<file path="src/rtl/serial_tx.sv">
// Framed parallel-to-serial transmitter: start bit, WIDTH data bits LSB first, stop bit.
// Each bit lasts DIV clocks. Define PARITY_EN to insert an even-parity bit before the stop bit.
module serial_tx #(
    parameter int WIDTH = 8,
    parameter int DIV   = 4
) (
    input  logic             C,
    input  logic             R,
    input  logic [WIDTH-1:0] D,
    input  logic             Load,
    output logic             S,
    output logic             Busy,
    output logic             Done
);

    localparam int CW = (DIV > 1) ? $clog2(DIV) : 1;
    localparam int BW = (WIDTH > 1) ? $clog2(WIDTH) : 1;
    localparam logic [CW-1:0] CYC_LAST = CW'(DIV - 1);
    localparam logic [BW-1:0] BIT_LAST = BW'(WIDTH - 1);

    localparam logic [2:0] ST_IDLE   = 3'd0;
    localparam logic [2:0] ST_START  = 3'd1;
    localparam logic [2:0] ST_DATA   = 3'd2;
`ifdef PARITY_EN
    localparam logic [2:0] ST_PARITY = 3'd3;
`endif
    localparam logic [2:0] ST_STOP   = 3'd4;

    logic [2:0]       state_reg, state_next;
    logic [CW-1:0]    cyc_reg, cyc_next;
    logic [BW-1:0]    bit_reg, bit_next;
    logic [WIDTH-1:0] shift_reg, shift_next;
    logic             s_reg, s_next;
    logic             busy_reg, busy_next;
    logic             done_reg, done_next;
    logic             period_end;
`ifdef PARITY_EN
    logic             parity_reg, parity_next;
`endif

    assign period_end = (cyc_reg == CYC_LAST);

    always_comb begin
        state_next = state_reg;
        cyc_next   = cyc_reg;
        bit_next   = bit_reg;
        shift_next = shift_reg;
        done_next  = 1'b0;
`ifdef PARITY_EN
        parity_next = parity_reg;
`endif
        if (state_reg == ST_IDLE) begin
            if (Load) begin
                state_next = ST_START;
                shift_next = D;
                cyc_next   = '0;
                bit_next   = '0;
`ifdef PARITY_EN
                parity_next = ^D;
`endif
            end
        end else begin
            cyc_next = period_end ? '0 : cyc_reg + 1'b1;
            if (period_end) begin
                case (state_reg)
                    ST_START: state_next = ST_DATA;
                    ST_DATA: begin
                        shift_next = shift_reg >> 1;
                        if (bit_reg == BIT_LAST) begin
                            bit_next = '0;
`ifdef PARITY_EN
                            state_next = ST_PARITY;
`else
                            state_next = ST_STOP;
`endif
                        end else begin
                            bit_next = bit_reg + 1'b1;
                        end
                    end
`ifdef PARITY_EN
                    ST_PARITY: state_next = ST_STOP;
`endif
                    ST_STOP: begin
                        state_next = ST_IDLE;
                        done_next  = 1'b1;
                    end
                    default: state_next = ST_IDLE;
                endcase
            end
        end
    end

    // Outputs are derived from the next state so they register on the same edge as the transition.
    always_comb begin
        s_next = 1'b1;
        case (state_next)
            ST_START:  s_next = 1'b0;
            ST_DATA:   s_next = shift_next[0];
`ifdef PARITY_EN
            ST_PARITY: s_next = parity_reg;
`endif
            default:   s_next = 1'b1;
        endcase
        busy_next = (state_next != ST_IDLE);
    end

    always_ff @(posedge C or posedge R) begin
        if (R) begin
            state_reg <= ST_IDLE;
            cyc_reg   <= '0;
            bit_reg   <= '0;
            shift_reg <= '0;
            s_reg     <= 1'b1;
            busy_reg  <= 1'b0;
            done_reg  <= 1'b0;
        end else begin
            state_reg <= state_next;
            cyc_reg   <= cyc_next;
            bit_reg   <= bit_next;
            shift_reg <= shift_next;
            s_reg     <= s_next;
            busy_reg  <= busy_next;
            done_reg  <= done_next;
        end
    end

`ifdef PARITY_EN
    always_ff @(posedge C or posedge R) begin
        if (R) begin
            parity_reg <= 1'b0;
        end else begin
            parity_reg <= parity_next;
        end
    end
`endif

    assign S    = s_reg;
    assign Busy = busy_reg;
    assign Done = done_reg;

endmodule

</file>
<file path="config.mk">
export PLATFORM = sky130hd
export DESIGN_NAME = serial_tx
export DESIGN_NICKNAME = d
export VERILOG_FILES = /design/src/rtl/serial_tx.sv
export SDC_FILE = /design/constraint.sdc
export NUM_CORES = 1
export LEC_CHECK = 0
export BUFFER_PORTS_ARGS = -buffer_cell sky130_fd_sc_hd__buf_2
export CAP_MARGIN = 40
export CORE_MARGIN = 2
export CORE_UTILIZATION = 54
export CTS_CLUSTER_DIAMETER = 100
export DETAILED_ROUTE_END_ITERATION = 7
export GPL_TIMING_DRIVEN = 0
export HOLD_SLACK_MARGIN = 0.06
export PLACE_DENSITY_LB_ADDON = 0.3
export REMOVE_ABC_BUFFERS = 1
export SLEW_MARGIN = 20
export SYNTH_ARGS = -nofsm -noshare
export SYNTH_HDL_FRONTEND = slang
export SYNTH_SLANG_ARGS = --single-unit
export TNS_END_PERCENT = 10
</file>
<file path="constraint.sdc">
create_clock -name C -period 1.9 [get_ports C]
set_clock_uncertainty 0.1 [all_clocks]
set_input_delay 0.38 -clock C [delete_from_list [all_inputs] [get_ports C]]
set_output_delay 0.38 -clock C [all_outputs]
set_load 0.05 [all_outputs]
</file>
==> metrics.yaml <==
p_per_area_nw_per_um2: 1420
drc: 0
finalSetupViolCount: 0
grt_max_degree: 20
first_pass_iters: 4
syn-cell-area_um2: 962
antenna_left: 0
vias: 674
grt_usage_pct: 16.9
path_clk_slew_ns: 0.11
ir_drop_mv: 0.570
ys.warnings.count: 0
drt_iter0_drc: 13
antenna_found_initial: 0
die_area_um2: 2140
slowest_stage: "or4bb_1"
ioPinCount: 14
period_share_pct: 93.4
leakage_nw: 0.490
fmax_ghz: 0.564
clkLatencyLatePin_ns: 0.29
synthToLayoutAreaGrowth_pct: 7.28
cts_made_buffers: 3
ys_seq_area_share_pct: 49.5
outcome: "completed"
grt_first_pass_wirelength_um: 2590
cts_tree: "built"
grt_pass1_vias: 555
clock-sinks: 19
reg2reg_depth: 4
dp_hpwl_um: 1100
nFillCells: 152
tightestPinTransition_ns: 0.717
hp-class: "input port to async pin"
rows: 15
total_power_mw: 1.46
cp.required_ns: 2.02
drive_gt1_share_pct: 31.3
gp_congestion: 0.712
largest_reg_flops: 8
rsz0062_at_grt: "false"
layout_commonest_cell: "dfrtp_1"
num_antenna_cells: 0
synth_area_per_cell_um2: 11.2
wl_per_cell_um: 13.2
wl_um: 1590
vias_per_cell: 5.57
syn_inst: 86
clk_root_buffer_cell: "clkbuf_4"
endpoint_kind: "flip-flop"
arrival_ns: 1.89
maxCapViolCount: 0
grt-ovfl-total: 0
start_kind: "flip-flop"
hold_violations: 0
layout_common_cells: "dfrtp_1, buf_2, nand2_1"
relSlewSlack_pct: 52.2
final.setup.tns_ns: 0
postCtsSetupBuffers: 0
cts_htree_levels: 1
crit_chain: "ha_2 -> or4bb_1 -> nand3_2 -> a41oi_2"
yosysUniqueCellTypes: 31
max_stage_delay_ns: 0.65
cts_buffer_depth: 2
slew_violations: 0
die_w_um: 46.2
port-buffer-count: 13
fp.coreArea_um2: 1710
cp_max_fo: 11
start_util_pct: 56.3
die_y_um: 46.2
synth_seq_cells: 19
criticalPathCategory: "flip-flop to flip-flop"
nets: 111
min_period_ns: 1.77
[final timing paths]
kind / slack, ns / start / to
max: 0.13 / cyc_reg[0] / S
min: 0.08 / R / shift_reg[7]
max reg2reg: 0.13 / cyc_reg[0] / S
min reg2reg: 0.41 / shift_reg[6] / shift_reg[5]
max in group asynchronous: 1.17 / R / bit_reg[2]
min in group C: 0.21 / D[5] / shift_reg[5]
[worst max-delay path: cells and delay by family, from the launching register on]
family	cells	cell delay, ns
DFF	1	0.40
adders and majority gates	1	0.30
and+or+nand+nor	2	0.79
AOI/OAI and AO/OA	1	0.10
[synthesized netlist by cell type (all sizes together)]
cell | instances | share of area (%)
a41oi | 1 | 1.7
ha | 3 | 3.9
a22o | 5 | 5.1
o21ai | 2 | 1.0
nand2b | 2 | 1.3
a21oi | 2 | 1.0
and2b | 1 | 0.91
nor3 | 2 | 1.0
nand3 | 7 | 4.2
nor2 | 2 | 1.0
inv | 3 | 1.2
a22oi | 7 | 6.0
and4bb | 1 | 1.3
dfrtp | 18 | 47
nand3b | 2 | 1.6
nand2 | 12 | 4.7
or4b | 1 | 1.0
nor4 | 1 | 0.65
a211oi | 1 | 0.78
buf | 7 | 5.9
or4bb | 1 | 1.2
a32o | 1 | 1.0
nor4b | 1 | 2.5
o31ai | 2 | 1.6
dfstp | 1 | 2.7
[cell type report]
| type | instances | area (um2) | area share [%] |
|---|---|---|---|
| well taps | 25 | 31.3 | 3.03 |
| inverters | 3 | 11.3 | 1.09 |
| clock inverters | 1 | 5.00 | 0.485 |
| multi-input cells | 57 | 420 | 40.7 |
| flip-flops and latches | 19 | 477 | 46.2 |
| repair buffers | 13 | 65.1 | 6.30 |
| clock buffers | 3 | 22.5 | 2.18 |
[repair_timing]
| action | in CTS | in global routing |
|---|---|---|
| setup endpoints to repair | 0 | 8 |
| resized for setup | 0 | 1 |
| hold buffers | 0 | 0 |
[cell families (layout without fill, tap and decap cells)]
| family | count (synthesis) | after routing | share of synthesized area, % |
|---|---|---|---|
| and+or+nand+nor | 33 | 33 | 21.3 |
| AOI/OAI and AO/OA | 21 | 21 | 18.2 |
| DFF | 19 | 19 | 49.5 |
| buffers and inverters | 10 | 20 | 7.02 |
| adders and majority gates | 3 | 3 | 3.90 |
[through the flow]
stage / hold slack, ns / utilization [%] / setup WS, ns / instance area, um2 / cells
global route: 0.135 / 60.4 / 0.0257 / 1030 / 121
global placement: 0.369 / 58.7 / 0.0781 / 1000 / 117
detailed placement: 0.386 / 58.7 / 0.0837 / 1000 / 117
floorplan: 0.230 / - / 0.242 / 906 / 79
CTS: 0.109 / 60.3 / 0.0543 / 1030 / 121
finish: 0.0806 / 60.4 / 0.126 / 1030 / 121
[per-layer routing]
metal | global-route usage [%] | part of all wire, %
met2 | 24.7 | 48
met1 | 24.1 | 48
met5 | 0 | 0
met3 | 3.53 | 3.1
met4 | 6.86 | 0.88
[power by group]
part           internal (mW)  switching (mW)
logic                  0.242           0.307
registers              0.564           0.145
clock network         0.0782           0.127
total                  0.884           0.578
(Power assumes the default switching activity.)
